$ cat config.mk
export PLATFORM = sky130hd
export DESIGN_NAME = gencon_param_flat
export DESIGN_NICKNAME = d
export VERILOG_FILES = /design/src/rtl/gencon_param_if.sv /design/src/rtl/gencon_param.sv /design/src/flat_wrapper.sv
export SDC_FILE = /design/constraint.sdc
export NUM_CORES = 1
export LEC_CHECK = 0
export ABC_CLOCK_PERIOD_IN_PS = 6100
export CORE_MARGIN = 2
export CORE_UTILIZATION = 30
export CTS_BUF_LIST = sky130_fd_sc_hd__clkbuf_4 sky130_fd_sc_hd__clkbuf_8
export DETAILED_ROUTE_END_ITERATION = 16
export PLACE_DENSITY = 0.41
export SKIP_LAST_GASP = 1
export SYNTH_ARGS = -nofsm -noshare
export SYNTH_HDL_FRONTEND = slang
export SYNTH_SLANG_ARGS = --single-unit
$ cat constraint.sdc
create_clock -name clk -period 6.1 [get_ports clk]
set_input_delay 1.22 -clock clk [delete_from_list [all_inputs] [get_ports clk]]
set_output_delay 1.22 -clock clk [all_outputs]
set_load 0.01 [all_outputs]
$ cat src/rtl/gencon_param_if.sv
// Keypad, operator and display bundle for gencon_param.
// The master side is the keypad/bench and the slave side is the controller.
interface gencon_param_if #(parameter int WIDTH = 16);
  logic [3:0]       keypad_input;
  logic             read_input;
  logic [2:0]       operator_input;
  logic             equal_input;
  logic             clear_input;
  logic             complete;
  logic             busy;
  logic             overflow;
  logic [WIDTH-1:0] display_output;
  logic [2:0]       tb_current_state;

  modport master (output keypad_input, read_input, operator_input, equal_input, clear_input,
                  input  complete, busy, overflow, display_output, tb_current_state);
  modport slave  (input  keypad_input, read_input, operator_input, equal_input, clear_input,
                  output complete, busy, overflow, display_output, tb_current_state);
endinterface

$ cat src/rtl/gencon_param.sv
// Keypad calculator controller: signed WIDTH-bit add/sub, sequential shift-add multiply, chaining.
// Optional feature macro: GENCON_DIV_EN adds op 110 as a restoring signed divider.
module gencon_param #(
  parameter int WIDTH      = 16,
  parameter int MAX_DIGITS = 5
) (
  input logic           clk,
  input logic           nRST,
  gencon_param_if.slave bus
);
  localparam int CW = $clog2(WIDTH + 3);
  localparam int DW = $clog2(MAX_DIGITS + 1);
  localparam logic [CW-1:0]    LAST_ADD = CW'(1);
  localparam logic [CW-1:0]    LAST_SEQ = CW'(WIDTH + 1);
  localparam logic [CW-1:0]    STEPS    = CW'(WIDTH);
  localparam logic [DW-1:0]    MAXD     = DW'(MAX_DIGITS);
  localparam logic [WIDTH-1:0] POS_LIM  = {1'b0, {(WIDTH-1){1'b1}}};
  localparam logic [2:0] OP_ADD = 3'b001, OP_SUB = 3'b010, OP_MUL = 3'b100, OP_DIV = 3'b110;

  typedef enum logic [2:0] {
    ST_ENTRY_A = 3'd0, ST_OP_LATCH = 3'd1, ST_ENTRY_B = 3'd3, ST_COMPUTE = 3'd4, ST_DONE = 3'd5
  } state_t;

  function automatic logic [WIDTH-1:0] f_signed(input logic [WIDTH-1:0] mag, input logic neg);
    f_signed = neg ? ('0 - mag) : mag;
  endfunction

  function automatic logic [WIDTH+1:0] f_sext(input logic [WIDTH-1:0] mag, input logic neg);
    f_sext = neg ? ('0 - {2'b00, mag}) : {2'b00, mag};
  endfunction

  // Returns {overflow, wrapped magnitude} for one more decimal digit.
  function automatic logic [WIDTH:0] f_entry(input logic [WIDTH-1:0] mag, input logic neg,
                                             input logic [3:0] digit);
    logic [WIDTH+3:0] ext;
    logic [WIDTH+3:0] lim;
    ext = ({4'b0000, mag} << 3) + ({4'b0000, mag} << 1) + {{WIDTH{1'b0}}, digit};
    lim = {4'b0000, POS_LIM} + {{(WIDTH+3){1'b0}}, neg};
    f_entry = {(ext > lim), ext[WIDTH-1:0]};
  endfunction

  function automatic logic f_exceeds(input logic [2*WIDTH-1:0] mag, input logic neg);
    f_exceeds = mag > ({{WIDTH{1'b0}}, POS_LIM} + {{(2*WIDTH-1){1'b0}}, neg});
  endfunction

  state_t              r_state, w_state;
  logic [WIDTH-1:0]    r_mag_a, w_mag_a, r_mag_b, w_mag_b, r_res, w_res, r_q, w_q, r_disp, w_disp;
  logic                r_neg_a, w_neg_a, r_neg_b, w_neg_b, r_ovf, w_ovf;
  logic [DW-1:0]       r_cnt_a, w_cnt_a, r_cnt_b, w_cnt_b;
  logic [2:0]          r_op, w_op;
  logic [CW-1:0]       r_cyc, w_cyc, w_last;
  logic [2*WIDTH-1:0]  r_acc, w_acc, r_sh, w_sh;
  logic                r_read_d, r_op_idle, r_complete, r_busy;
  logic                w_digit_ok, w_neg_press, w_op_valid, w_sign, w_fin_ovf;
  logic [WIDTH-1:0]    w_fin_res;
  logic [WIDTH+1:0]    w_sa, w_sb, w_sum;
  logic [WIDTH:0]      w_cur;
`ifdef GENCON_DIV_EN
  logic [WIDTH:0]      w_rem;
`endif

  // Next-state, datapath and display computation.
  always_comb begin
    w_state = r_state;  w_mag_a = r_mag_a;  w_mag_b = r_mag_b;  w_neg_a = r_neg_a;
    w_neg_b = r_neg_b;  w_cnt_a = r_cnt_a;  w_cnt_b = r_cnt_b;  w_op = r_op;
    w_ovf = r_ovf;      w_res = r_res;      w_cyc = r_cyc;      w_acc = r_acc;
    w_sh = r_sh;        w_q = r_q;
`ifdef GENCON_DIV_EN
    w_rem = '0;
`endif
    w_digit_ok  = bus.read_input & ~r_read_d & (bus.keypad_input < 4'd10);
    w_neg_press = (bus.operator_input == OP_ADD) & r_op_idle;
    w_op_valid  = (bus.operator_input == OP_ADD) || (bus.operator_input == OP_SUB) ||
                  (bus.operator_input == OP_MUL);
`ifdef GENCON_DIV_EN
    w_op_valid  = w_op_valid || (bus.operator_input == OP_DIV);
`endif
    w_cur  = (r_state == ST_ENTRY_B) ? f_entry(r_mag_b, r_neg_b, bus.keypad_input)
                                     : f_entry(r_mag_a, r_neg_a, bus.keypad_input);
    w_sa   = f_sext(r_mag_a, r_neg_a);
    w_sb   = f_sext(r_mag_b, r_neg_b);
    w_sum  = (r_op == OP_SUB) ? (w_sa - w_sb) : (w_sa + w_sb);
    w_sign = r_neg_a ^ r_neg_b;
    w_last = ((r_op == OP_ADD) || (r_op == OP_SUB)) ? LAST_ADD : LAST_SEQ;
    case (r_op)
      OP_ADD, OP_SUB: begin
        w_fin_res = w_sum[WIDTH-1:0];
        w_fin_ovf = (w_sum[WIDTH+1:WIDTH-1] != 3'b000) && (w_sum[WIDTH+1:WIDTH-1] != 3'b111);
      end
      OP_MUL: begin
        w_fin_res = f_signed(r_acc[WIDTH-1:0], w_sign);
        w_fin_ovf = f_exceeds(r_acc, w_sign);
      end
`ifdef GENCON_DIV_EN
      OP_DIV: begin
        w_fin_res = (r_mag_b == '0) ? '0 : f_signed(r_q, w_sign);
        w_fin_ovf = (r_mag_b == '0) || f_exceeds({{WIDTH{1'b0}}, r_q}, w_sign);
      end
`endif
      default: begin
        w_fin_res = '0;
        w_fin_ovf = 1'b0;
      end
    endcase

    if (bus.clear_input) begin
      w_state = ST_ENTRY_A;  w_mag_a = '0;  w_mag_b = '0;  w_neg_a = 1'b0;  w_neg_b = 1'b0;
      w_cnt_a = '0;  w_cnt_b = '0;  w_op = 3'b000;  w_ovf = 1'b0;  w_res = '0;
    end else begin
      case (r_state)
        ST_ENTRY_A: begin
          if (bus.operator_input != 3'b000) begin
            if ((r_cnt_a != '0) && w_op_valid) begin
              w_op    = bus.operator_input;
              w_state = ST_OP_LATCH;
            end else if ((r_cnt_a == '0) && w_neg_press) begin
              w_neg_a = ~r_neg_a;
            end else begin
              w_op = r_op;
            end
          end else if (w_digit_ok && (r_cnt_a < MAXD)) begin
            w_mag_a = w_cur[WIDTH-1:0];
            w_ovf   = r_ovf | w_cur[WIDTH];
            w_cnt_a = r_cnt_a + DW'(1);
          end else begin
            w_mag_a = r_mag_a;
          end
        end
        ST_OP_LATCH: begin
          if (bus.operator_input == 3'b000) begin
            w_state = ST_ENTRY_B;  w_mag_b = '0;  w_neg_b = 1'b0;  w_cnt_b = '0;
          end else begin
            w_state = r_state;
          end
        end
        ST_ENTRY_B: begin
          if (bus.operator_input != 3'b000) begin
            if ((r_cnt_b == '0) && w_neg_press) w_neg_b = ~r_neg_b;
            else                                w_neg_b = r_neg_b;
          end else if (bus.equal_input && (r_cnt_b != '0)) begin
            w_state = ST_COMPUTE;  w_cyc = '0;  w_acc = '0;
            w_sh    = {{WIDTH{1'b0}}, r_mag_a};
            w_q     = (r_op == OP_DIV) ? r_mag_a : r_mag_b;
          end else if (w_digit_ok && (r_cnt_b < MAXD)) begin
            w_mag_b = w_cur[WIDTH-1:0];
            w_ovf   = r_ovf | w_cur[WIDTH];
            w_cnt_b = r_cnt_b + DW'(1);
          end else begin
            w_mag_b = r_mag_b;
          end
        end
        ST_COMPUTE: begin
          w_cyc = r_cyc + CW'(1);
          if (r_cyc == w_last) begin
            w_state = ST_DONE;
            w_res   = w_fin_res;
            w_ovf   = r_ovf | w_fin_ovf;
          end else if (r_cyc < STEPS) begin
`ifdef GENCON_DIV_EN
            if (r_op == OP_DIV) begin
              w_rem = {r_acc[WIDTH-1:0], r_q[WIDTH-1]};
              if (w_rem >= {1'b0, r_mag_b}) begin
                w_acc = {{(WIDTH-1){1'b0}}, w_rem - {1'b0, r_mag_b}};
                w_q   = {r_q[WIDTH-2:0], 1'b1};
              end else begin
                w_acc = {{(WIDTH-1){1'b0}}, w_rem};
                w_q   = {r_q[WIDTH-2:0], 1'b0};
              end
            end else begin
              w_acc = r_q[0] ? (r_acc + r_sh) : r_acc;
              w_sh  = r_sh << 1;
              w_q   = r_q >> 1;
            end
`else
            w_acc = r_q[0] ? (r_acc + r_sh) : r_acc;
            w_sh  = r_sh << 1;
            w_q   = r_q >> 1;
`endif
          end else begin
            w_acc = r_acc;
          end
        end
        ST_DONE: begin
          if (bus.operator_input != 3'b000) begin
            if (w_op_valid) begin
              // Chaining: the signed result becomes a fully entered operand A.
              w_op    = bus.operator_input;
              w_mag_a = r_res[WIDTH-1] ? ('0 - r_res) : r_res;
              w_neg_a = r_res[WIDTH-1];
              w_cnt_a = DW'(1);
              w_state = ST_OP_LATCH;
            end else begin
              w_op = r_op;
            end
          end else if (bus.read_input && !r_read_d) begin
            w_state = ST_ENTRY_A;  w_neg_a = 1'b0;  w_mag_b = '0;  w_neg_b = 1'b0;
            w_cnt_b = '0;  w_op = 3'b000;  w_ovf = 1'b0;
            w_mag_a = w_digit_ok ? WIDTH'(bus.keypad_input) : '0;
            w_cnt_a = w_digit_ok ? DW'(1) : DW'(0);
          end else begin
            w_state = r_state;
          end
        end
        default: begin
          w_state = ST_ENTRY_A;  w_mag_a = '0;  w_mag_b = '0;  w_neg_a = 1'b0;  w_neg_b = 1'b0;
          w_cnt_a = '0;  w_cnt_b = '0;  w_op = 3'b000;  w_ovf = 1'b0;
        end
      endcase
    end

    case (w_state)
      ST_ENTRY_A, ST_OP_LATCH: w_disp = f_signed(w_mag_a, w_neg_a);
      ST_ENTRY_B:              w_disp = f_signed(w_mag_b, w_neg_b);
      ST_COMPUTE:              w_disp = r_disp;
      ST_DONE:                 w_disp = w_res;
      default:                 w_disp = '0;
    endcase
  end

  // State, datapath and output registers.
  always_ff @(posedge clk or negedge nRST) begin
    if (!nRST) begin
      r_state <= ST_ENTRY_A;  r_mag_a <= '0;  r_mag_b <= '0;  r_neg_a <= 1'b0;  r_neg_b <= 1'b0;
      r_cnt_a <= '0;  r_cnt_b <= '0;  r_op <= 3'b000;  r_ovf <= 1'b0;  r_res <= '0;
      r_cyc <= '0;  r_acc <= '0;  r_sh <= '0;  r_q <= '0;  r_disp <= '0;
      r_read_d <= 1'b0;  r_op_idle <= 1'b1;  r_complete <= 1'b0;  r_busy <= 1'b0;
    end else begin
      r_state <= w_state;  r_mag_a <= w_mag_a;  r_mag_b <= w_mag_b;  r_neg_a <= w_neg_a;
      r_neg_b <= w_neg_b;  r_cnt_a <= w_cnt_a;  r_cnt_b <= w_cnt_b;  r_op <= w_op;
      r_ovf <= w_ovf;  r_res <= w_res;  r_cyc <= w_cyc;  r_acc <= w_acc;  r_sh <= w_sh;
      r_q <= w_q;  r_disp <= w_disp;  r_read_d <= bus.read_input;
      r_op_idle  <= (bus.operator_input == 3'b000);
      r_complete <= (w_state == ST_DONE);
      r_busy     <= (w_state == ST_COMPUTE);
    end
  end

  assign bus.complete         = r_complete;
  assign bus.busy             = r_busy;
  assign bus.overflow         = r_ovf;
  assign bus.display_output   = r_disp;
  assign bus.tb_current_state = r_state;
endmodule

$ cat src/flat_wrapper.sv
// flat-port wrapper written by rule: the top's interface ports become plain ports
module gencon_param_flat 
#(
  parameter int WIDTH      = 16,
  parameter int MAX_DIGITS = 5
)
  (clk, nRST, bus_keypad_input, bus_read_input, bus_operator_input, bus_equal_input, bus_clear_input, bus_complete, bus_busy, bus_overflow, bus_display_output, bus_tb_current_state);
  gencon_param_if #(.WIDTH(WIDTH)) bus_i ();
  input logic clk;
  input logic nRST;
  input wire logic [$bits(bus_i.keypad_input)-1:0] bus_keypad_input;
  input wire logic [$bits(bus_i.read_input)-1:0] bus_read_input;
  input wire logic [$bits(bus_i.operator_input)-1:0] bus_operator_input;
  input wire logic [$bits(bus_i.equal_input)-1:0] bus_equal_input;
  input wire logic [$bits(bus_i.clear_input)-1:0] bus_clear_input;
  output wire logic [$bits(bus_i.complete)-1:0] bus_complete;
  output wire logic [$bits(bus_i.busy)-1:0] bus_busy;
  output wire logic [$bits(bus_i.overflow)-1:0] bus_overflow;
  output wire logic [$bits(bus_i.display_output)-1:0] bus_display_output;
  output wire logic [$bits(bus_i.tb_current_state)-1:0] bus_tb_current_state;
  assign bus_i.keypad_input = bus_keypad_input;
  assign bus_i.read_input = bus_read_input;
  assign bus_i.operator_input = bus_operator_input;
  assign bus_i.equal_input = bus_equal_input;
  assign bus_i.clear_input = bus_clear_input;
  assign bus_complete = bus_i.complete;
  assign bus_busy = bus_i.busy;
  assign bus_overflow = bus_i.overflow;
  assign bus_display_output = bus_i.display_output;
  assign bus_tb_current_state = bus_i.tb_current_state;
  gencon_param #(.WIDTH(WIDTH), .MAX_DIGITS(MAX_DIGITS)) u_core (.clk(clk), .nRST(nRST), .bus(bus_i));
endmodule
* Word-level counts from Yosys, hierarchy flattened
Index checks and enable logic that the tools add are counted.
** Operators by class
- Equality and inequality tests :: 38
- Bitwise gates (word level) :: 10
- Order comparisons :: 7
- Add/sub/neg operators :: 19
- Muxes and demuxes :: 109
- Reduce and logical (&&, ||, !) cells :: 33
** Operators by type and width (count)
- $mux W16 :: 25
- $mux W32 :: 9
- $pmux W16 S4 :: 2
- $pmux W32 S2 :: 2
- $mux W3 :: 28
- $pmux W16 S2 :: 2
- $sub A1 B16 Y16 const A :: 4
- $mux W18 :: 3
- $add A15 B1 Y16 const A :: 3
- $pmux W16 S3 :: 1
- $add A19 B17 Y20 :: 2
- $add A20 B4 Y20 :: 2
- $gt A20 B20 Y1 :: 2
- $sub A1 B16 Y17 const A :: 2
- $add A32 B32 Y32 :: 1
- $gt A32 B32 Y1 :: 1
- $mux W1 :: 23
- $eq A3 B3 Y1 const B :: 7
- $add A18 B18 Y18 :: 1
- $ne A3 B2 Y1 const B :: 6
- $ne A3 B3 Y1 const B :: 6
- $pmux W3 S3 :: 2
- $sub A18 B18 Y18 :: 1
- $mux W17 :: 1
- other kinds (38) :: 80
** Word-level totals
- Bits in registers :: 168
- Output and inout port bits :: 22
- Word-level logic and storage cells :: 235
- Bits of input ports :: 12

* Logic depth before layout (Yosys ltp)
Gate-level depths: netlist of the first run.
- Word-level depth :: 12
- Depth in mapped cells :: 23
- Gate-level depth less buffers :: 22

* Worst setup path after synthesis of the first run
No wires, ideal clock.
- Path type :: in2reg
- From :: input bus_keypad_input[3]
- To :: register u_core.r_ovf, in the netlist u_core.bus.overflow
- Data required time :: 6023 ps
- Buffers on the path :: 0
- Setup time :: 77 ps
- Path slack :: 1069 ps
- Arrival time :: 4954 ps
- Stages on the path :: 20
- Cell sequence :: inv_1 fa_1 inv_1 ha_1 a211oi_1 o21ai_0 a31oi_1 o22ai_1 or2_2 a21oi_1 xnor2_1 ha_1 nand4_1 nor2_1 a22oi_1 o21ai_0 nand4_1 a211oi_1 or4_1 a21oi_1
** Between the ends
- Cells in the longest elaborated chain, start to end :: 9
- Elaborated cells on any way between the ends :: 20
- Those cells by class :: add/sub: 2; order compare: 3; eq/ne: 2; mux: 8; bitwise: 2; reduce/logical: 3
** RTL lines
- start, declared :: line flat_wrapper.sv:11 : input wire logic [$bits(bus_i.keypad_input)-1:0] bus_keypad_input;
- $add A20 B4 Y20 :: line gencon_param.sv:37 : ext = ({4'b0000, mag} << 3) + ({4'b0000, mag} << 1) + {{WIDTH{1'b0}}, digit};
- $gt A20 B20 Y1 :: line gencon_param.sv:39 : f_entry = {(ext > lim), ext[WIDTH-1:0]};
- $mux W17 :: line gencon_param.sv:78 : w_cur = (r_state == ST_ENTRY_B) ? f_entry(r_mag_b, r_neg_b, bus.keypad_input)
- $or A1 B1 Y1 :: line gencon_param.sv:123, gencon_param.sv:146
- $mux W1 :: line gencon_param.sv:144 : end else if (w_digit_ok && (r_cnt_b < MAXD)) begin
- $mux W1 :: line gencon_param.sv:140 : end else if (bus.equal_input && (r_cnt_b != '0)) begin
- $mux W1 :: line gencon_param.sv:137 : if (bus.operator_input != 3'b000) begin
- $pmux W1 S5 :: line gencon_param.sv:110 : case (r_state)
- $mux W1 :: line gencon_param.sv:106 : if (bus.clear_input) begin
- end signal, assigned :: line gencon_param.sv:230 : r_ovf <= w_ovf; r_res <= w_res; r_cyc <= w_cyc; r_acc <= w_acc; r_sh <= w_sh;
- end, declared :: line gencon_param.sv:48 : logic r_neg_a, w_neg_a, r_neg_b, w_neg_b, r_ovf, w_ovf;
Several ways; a longest one is shown, not always the timed one. The select of a mux whose other input is x is not followed.
A chain may end at the register's enable or synchronous reset.

* Worst setup path in the final report of the first run
- From :: register u_core.r_mag_b[2]
- To :: register u_core.r_disp[15], in the netlist u_core.bus.display_output[15]
** Between the ends
- Cells in the longest elaborated chain, start to end :: 11
- Elaborated cells on any way between the ends :: 29
- Those cells by class :: add/sub: 7; mux: 22
** RTL lines
- start, declared :: line gencon_param.sv:47 : logic [WIDTH-1:0] r_mag_a, w_mag_a, r_mag_b, w_mag_b, r_res, w_res, r_q, w_q, r_disp, w_disp;
- start signal, assigned :: line gencon_param.sv:228 : r_state <= w_state; r_mag_a <= w_mag_a; r_mag_b <= w_mag_b; r_neg_a <= w_neg_a;
- $add A19 B17 Y20 :: line gencon_param.sv:37
- $add A20 B4 Y20 :: line gencon_param.sv:37
- $mux W17 :: line gencon_param.sv:78
- $mux W16 :: line gencon_param.sv:144
- $mux W16 :: line gencon_param.sv:140
- $mux W16 :: line gencon_param.sv:137
- $pmux W16 S4 :: line gencon_param.sv:110
- $mux W16 :: line gencon_param.sv:106
- $sub A1 B16 Y16 :: line gencon_param.sv:25 : f_signed = neg ? ('0 - mag) : mag;
- $mux W16 :: line gencon_param.sv:25
- $pmux W16 S4 (*) :: line gencon_param.sv:211 : case (w_state)
- end signal, assigned :: line gencon_param.sv:231 : r_q <= w_q; r_disp <= w_disp; r_read_d <= bus.read_input;
- end, declared :: line gencon_param.sv:47
Mark *: on every way between the ends. The rest lies on a longest branch, timed or not.

==> results of run 1 <==
-- cells in the mapped netlist (20+ instances only) --
library cell,count,area [sq um]
a21o_1,40,300.3
a21oi_1,147,735.7
a22o_1,26,227.7
a31oi_1,21,131.4
clkbuf_1,69,259.0
dfrtp_1,167,4179
ha_1,171,2140
inv_1,70,262.8
mux2i_1,46,460.4
nand2_1,178,668.1
nand3_1,37,185.2
nand4_1,23,143.9
nor2_1,170,638.1
nor3_1,45,225.2
o21ai_0,159,795.8
o21bai_1,20,150.1
o31ai_1,34,255.2
xnor2_1,87,762.0
xor2_1,70,613.1
-- cell families after synthesis --
logic type,synth area share [%]
buf+inv,3.642
fa+ha+maj,14.49
compound gates,24.55
xor+xnor,8.920
mux,3.169
flops,26.96
simple gates,18.27
-- placed cells by master (no fill, tap or decap), types with 32 or more instances in the layout --
cell type	instances
o31ai_1	34
nand2_1	178
nand3_1	37
ha_1	171
clkdlybuf4s50_1	32
mux2i_1	46
o21ai_0	159
nor2_1	168
xor2_1	69
a21o_1	40
dfrtp_1	167
xnor2_1	87
a21oi_1	147
inv_1	70
buf_4	52
nor3_1	45
-- power groups by stage --
stage                     registers [mW]  clock network, mW  logic (mW)
after floorplan                     1.15                  0       0.116
after global placement              1.15                  0       0.227
after detailed placement            1.15                  0       0.228
after CTS                           1.13              0.933       0.229
after global routing                1.13              0.974       0.248
final                               1.13              0.897       0.230
-- worst min-delay path by stage --
stage	startpoint	end	slack [ns]	cells after the start
2_1_floorplan	u_core.r_q[15]	u_core.r_q[15]	0.45	2
3_3_place_gp	u_core.r_q[13]	u_core.r_q[13]	0.46	2
3_5_place_dp	u_core.r_q[3]	u_core.r_q[3]	0.47	2
4_1_cts	u_core.r_q[3]	u_core.r_q[3]	0.50	2
5_1_grt	u_core.r_q[7]	u_core.r_q[7]	0.52	2
6_report	u_core.r_q[11]	u_core.r_q[11]	0.49	2
-- registers in the layout, summed over array words and instances (netlist names) --
name,count
u_core.r_q,16
u_core.r_op_idle,1
u_core.r_mag_b,16
u_core.bus.overflow,1
u_core.r_sh,32
u_core.r_cnt_a,3
u_core.r_res,16
u_core.r_cnt_b,3
u_core.bus.display_output,16
u_core.bus.complete,1
u_core.r_op,3
u_core.r_neg_b,1
u_core.r_acc,32
u_core.r_read_d,1
u_core.r_neg_a,1
u_core.r_cyc,5
u_core.bus.busy,1
u_core.bus.tb_current_state,3
u_core.r_mag_a,16
-- through the flow --
step	instance area [sq um]	util [%]
final	17360	33.77
after global routing	17360	33.76
after CTS	17350	33.76
after detailed placement	16950	32.97
after global placement	16950	32.97
after floorplan	15600	-
-- cell type report --
class | instances | area, sq um | share of cell area, %
Antenna cell | 2 | 5.005 | 0.02883
Clock buffer | 22 | 290.3 | 1.672
Clock inverter | 10 | 117.6 | 0.6775
Inverter | 73 | 274.0 | 1.578
Multi-Input combinational cell | 1573 | 10870 | 62.63
Sequential cell | 168 | 4205 | 24.23
Tap cell | 680 | 850.8 | 4.901
Timing Repair Buffer | 86 | 744.5 | 4.289
-- worst reg2reg max path: cells and delay by family (launching register included) --
family	cells	cell delay [ns]
buffers and inverters	1	0.10
and+or+nand+nor	4	1.48
xor gates and xnor gates	3	0.93
DFF	1	0.62
adders and majority gates	1	0.33
AOI/OAI and AO/OA	10	1.94
-- per-layer routing --
metal,global-route usage (%),share of wire (%)
met1,31.49,48
met2,33.63,43
met3,5.182,6.6
met4,6.771,2.5
met5,0,0.046
==> metrics, run 1 <==
status=finished clean; crit path time final=5.554 ns; Final setup violation count=0; max-cap viol count=0; non-filler cells, final=2614; register area share after synthesis=26.96%; count of pins over their slew limit=0; Die Ht=around 230 um; worst path cell trace=or4_1, o21ai_0, xnor2_1, nor3_1, nand3_1, inv_1, a21oi_1, xor2_1, ha_1, a21o_1, a21oi_1, o21ai_0, a211oi_1, o21bai_1, a21oi_1, xor2_1, o221ai_1, nand3b_1, a311oi_1; GPL Wtd Cong=0.8876; Core Box Area=approximately 51000 sq um; Setup CP Type=reg -> reg; fmax=180.0 MHz; Seq cells post-synth=about 170; final WL=between 50000 and 60000 um; setup tns final=0 ns; Via Count=14600; vias in the first global route=14117; WP depth=19; final net count=approximately 2100; crit start category=register; Register-to-Register Path Depth=19; sequential power share=roughly half; final hold vios=0; die area=around 54000 sq um; CTS tree=built; Final WS setup=0.5458 ns; Post-synth ARST share=100.0%; initial antenna violation count=4; warning count from the yosys run=0; Leak=~8 nW; Tightest Hold Check Type=reg -> reg; RR Endpoint=u_core.bus.display_output[15]; period utilization=about nine tenths; Worst Max-Slew Pin Slew=0.9950 ns; DRC Markers=0; Max stage delay on crit path=approximately 0.63 ns; Post-DRT Antenna Nets=0; FF-to-FF setup slack=0.55 ns; clk_lat worst skew=0.58 ns; first-pass GRT wire length=roughly 89000 um; Critical Path End=u_core.bus.display_output[15]; Post-CTS Setup Bufs=0; Layout area overhead=11.29%; CTS root buffer=clkbuf_8; CP endpoint kind=register; hpwl dp=45530 um; RSZ-0062 raised after global routing=no; Clk pwr share=39.7%; WP buf/inv=1; Comb pwr share=10.2%; Synth Net Count=2080; cts hold-fix bufs=0; Cells after Synth=1891; GR Overflow Total=0; share of cells above drive strength 1=6.315%; Die W=232.0 um; drt wl/cell=22.59 um; skew final=0.02458 ns; total track usage=22.34%; Worst EP required=6.54 ns; crit path max fanout=11; worst r2r src=u_core.r_mag_b[2]; cell mode on critical path=a21oi_1; Mapped Area=15600 sq um; crit-path leading delay family=compound AO/OA/AOI/OAI gates; Switch Pwr=0.6663 mW; number of synthesized flops with an enable pin=0; port bufs=33; Starting Density=30.34%; # fillers=approximately 5500; Critical Path Start=u_core.r_mag_b[2]; worst-case hold slack=a little under 0.5 ns; Synth cell types=between 70 and 80; Int Pwr=1.593 mW; CP arrival=5.99 ns; H-tree depth=4; CTS Buffer Depth=2; pwr dens=approximately 130 nW/um^2; total CTS buffers=17; post-synthesis area per instance=8.248 sq um; first drt pass iteration count=5; pre-CTS WS=0.02409 ns; # rows=83; Reg clk slew, reported paths=approximately 0.10 ns; Final Total Pwr=2.259 mW; placed cell count=2580; largest net degree at the start of global routing=97; Resized Gates After CTS=0; DR vias/cell=5.585; slowest cell on the critical path=or4_1; Sw Ratio=29.49%; clock sink count=168; I/O Pins=34; initial DRC count=1240; dominant synthesized flop cell=dfrtp_1; Peak VDD IR=160.7 uV; Max transition margin=between 30 and 40%
Power figures use the tool's default switching activity.
==> inputs of run 2 (changes only) <==
--- a/config.mk
+++ b/config.mk
@@ -10,7 +10,7 @@
 export CORE_UTILIZATION = 30
 export CTS_BUF_LIST = sky130_fd_sc_hd__clkbuf_4 sky130_fd_sc_hd__clkbuf_8
 export DETAILED_ROUTE_END_ITERATION = 16
-export PLACE_DENSITY = 0.41
+export PLACE_DENSITY = 0.52
 export SKIP_LAST_GASP = 1
 export SYNTH_ARGS = -nofsm -noshare
 export SYNTH_HDL_FRONTEND = slang
==> run 2 against run 1 <==
  * Global-route usage down 1.9 points
  * Die area unchanged
  * Final cell count down 0.61%
  * Clock-buffer cell count down 1
  * Design area down 1.0%
  * Worst setup slack better by 0.059 ns
  * Fmax up 1.1%
  * Critical path type is now in -> reg
  * Largest power group unchanged
  * Highest routed layer is now met4
==> metrics, run 2 (same netlist as run 1, synthesis figures left out) <==
largest net degree at the start of global routing=97 (unchanged); pwr dens=125.1 nW/um^2 (-3.9%); drt wl/cell=20.83 um (-7.8%); RR Endpoint=u_core.bus.display_output[15]; worst path cell trace=clkdlybuf4s50_1, inv_1, fa_1, inv_1, ha_1, a211oi_1, o21ai_0, a31oi_1, o22ai_1, or2_2, a21oi_1, xnor2_1, ha_1, nand4_1, nor2_1, a22oi_1, o21ai_0, nand4_1, a211oi_1, or4_1, a21oi_1; Critical Path Start=bus_keypad_input[3]; Leak=8.111 nW (-1.2%); most frequent cells in the layout=178 x nand2_1, 171 x ha_1, 168 x nor2_1; hpwl dp=41640 um (-8.5%); Die Ht=232.0 um (unchanged); Core Box Area=51410 sq um (unchanged); largest registers=u_core.r_acc: 32 flops, u_core.r_sh: 32 flops; M2 GR Usage=30.85% (-2.8 points); Max transition margin=28.48% (-4.8 points); slowest cell on the critical path=fa_1; # rows=83 (unchanged); total track usage=20.42% (-1.9 points); CTS Buffer Depth=2 (unchanged); CTS tree=built; RSZ-0062 raised after global routing=no; CP endpoint kind=register; total CTS buffers=17 (unchanged); die area=53830 sq um (unchanged); HP Start=u_core.r_q[8]; initial antenna violation count=1 (-3); skew final=0.01926 ns (-0.005318 ns); M1 GR Usage=27.64% (-3.9 points); initial DRC count=1180 (-4.8%); Reg clk slew, reported paths=0.09 ns (about the same); Starting Density=30.34% (unchanged); I/O Pins=34 (unchanged); worst-case hold slack=0.4891 ns (-0.002976 ns); DR vias/cell=5.604 (+0.33%); fmax=182.0 MHz (+1.1%); FF-to-FF setup slack=0.65 ns (+0.10 ns); port bufs=33 (unchanged); cts hold-fix bufs=0 (unchanged); Setup CP Type=in -> reg; GPL Wtd Cong=0.8807 (-0.78%); count of pins over their slew limit=0 (unchanged); Post-DRT Antenna Nets=0 (unchanged); Post-CTS Setup Bufs=0 (unchanged); first drt pass iteration count=6 (+1); clock sink count=168 (unchanged); non-filler cells, final=2598 (-0.61%); share of cells above drive strength 1=5.582% (-0.73 points); first-pass GRT wire length=83470 um (-6.3%); Final Total Pwr=2.150 mW (-4.8%); CP arrival=5.99 ns (about the same); Tightest Hold Check Type=reg -> reg; period utilization=90.09% (-0.96 points); most common cell after layout, fill and taps aside=nand2_1; Register-to-Register Path Depth=22 (+3); Final setup violation count=0 (unchanged); Layout area overhead=10.16%; worst r2r src=u_core.r_mag_b[0]; GR Util met3=4.249% (-0.93 points); crit-path leading delay family=compound AO/OA/AOI/OAI gates; vias in the first global route=14127 (+0.071%); placed cell count=2567 (-0.50%); Die W=232.0 um (unchanged); crit path time final=5.495 ns (-0.05885 ns); busiest grt layer=met2; Worst Max-Slew Pin Slew=1.070 ns (+0.07470 ns); final hold vios=0 (unchanged); crit path max fanout=3 (-8); # fillers=5416 (-1.4%); hold depth=2 (unchanged); WP buf/inv=3 (+2); status=finished clean; setup tns final=0 ns (unchanged); max-cap viol count=0 (unchanged); Worst EP required=6.60 ns (+0.06 ns); final net count=2095 (-0.62%); CTS root buffer=clkbuf_8; DRC Markers=0 (unchanged); H-tree depth=4 (unchanged); final WL=54110 um (-8.4%); crit start category=primary input; Resized Gates After CTS=0 (unchanged); clk_lat worst skew=0.57 ns (about the same); Max stage delay on crit path=0.57 ns (-0.06 ns); GR Overflow Total=0 (unchanged); hold endpoint=u_core.r_q[8]; Via Count=14558 (-0.29%); Peak VDD IR=141.1 uV (-12%)
[run 2: cell types whose count changed in the layout (fill, tap and decap cells not counted)]
cell / previous run / this run
inv_8: 0 / 1
buf_4: 52 / 40
clkbuf_4: 2 / 1
buf_12: 1 / 0
bufinv_16: 2 / 0
diode_2: 2 / 1
o21bai_2: 0 / 1
o21bai_4: 1 / 0
[run 2: layout make-up]
| type | count | area (sq um) | share of cell area [%] |
|---|---|---|---|
| Multi-Input combinational cell | 1573 | 10860 | 63.23 |
| Clock inverter | 9 | 68.82 | 0.4005 |
| Sequential cell | 168 | 4205 | 24.47 |
| Antenna cell | 1 | 2.502 | 0.01456 |
| Clock buffer | 21 | 282.8 | 1.646 |
| Tap cell | 680 | 850.8 | 4.952 |
| Inverter | 73 | 274.0 | 1.595 |
| Timing Repair Buffer | 73 | 634.4 | 3.692 |
[run 2: worst max path at each step]
stage                                    endpoint  slack (ns)  depth (start not counted)
finish                        u_core.bus.overflow        0.60                         21
global route        u_core.bus.display_output[15]        0.33                         22
CTS                           u_core.bus.overflow        0.70                         21
detailed placement            u_core.bus.overflow         0.1                         21
global placement              u_core.bus.overflow        0.18                         21
floorplan                     u_core.bus.overflow        1.07                         20
[run 2: where the power goes]
group	total [mW]	switching (mW)	internal (mW)
clock	0.800	0.483	0.317
combinational	0.218	0.156	0.0624
sequential	1.13	0.0122	1.12
[run 2: tightest hold or removal path, stage by stage (launching register included)]
cell	delay, ns
dfrtp_1	0.35
nand2_1	0.05
o21ai_0	0.06
[run 2: per-stage QoR]
step / utilization (%) / setup slack (ns) / cell area [sq um]
final: 33.43 / 0.6046 / 17180
after global routing: 33.43 / 0.3262 / 17180
after CTS: 33.42 / 0.6996 / 17180
after detailed placement: 32.74 / 0.09806 / 16830
after global placement: 32.74 / 0.1834 / 16830
after floorplan: - / 1.069 / 15600
[run 2: metal layers]
| layer | part of all wire (%) | routed length, um | vias to the layer above |
|---|---|---|---|
| met1 | 47 | 25190 | 6988 |
| met5 | 0 | 0 | - |
| met4 | 4.5 | 2418 | 0 |
| met2 | 43 | 23170 | 476 |
| met3 | 6.1 | 3326 | 121 |
| li1 | - | - | 6973 |
==> inputs of run 3 (changes only) <==
--- a/config.mk
+++ b/config.mk
@@ -6,6 +6,7 @@
 export NUM_CORES = 1
 export LEC_CHECK = 0
 export ABC_CLOCK_PERIOD_IN_PS = 6100
+export CAP_MARGIN = 10
 export CORE_MARGIN = 2
 export CORE_UTILIZATION = 30
 export CTS_BUF_LIST = sky130_fd_sc_hd__clkbuf_4 sky130_fd_sc_hd__clkbuf_8
==> results of run 3 <==
No change in the layout: final DEF, timing and power equal those of run 2.
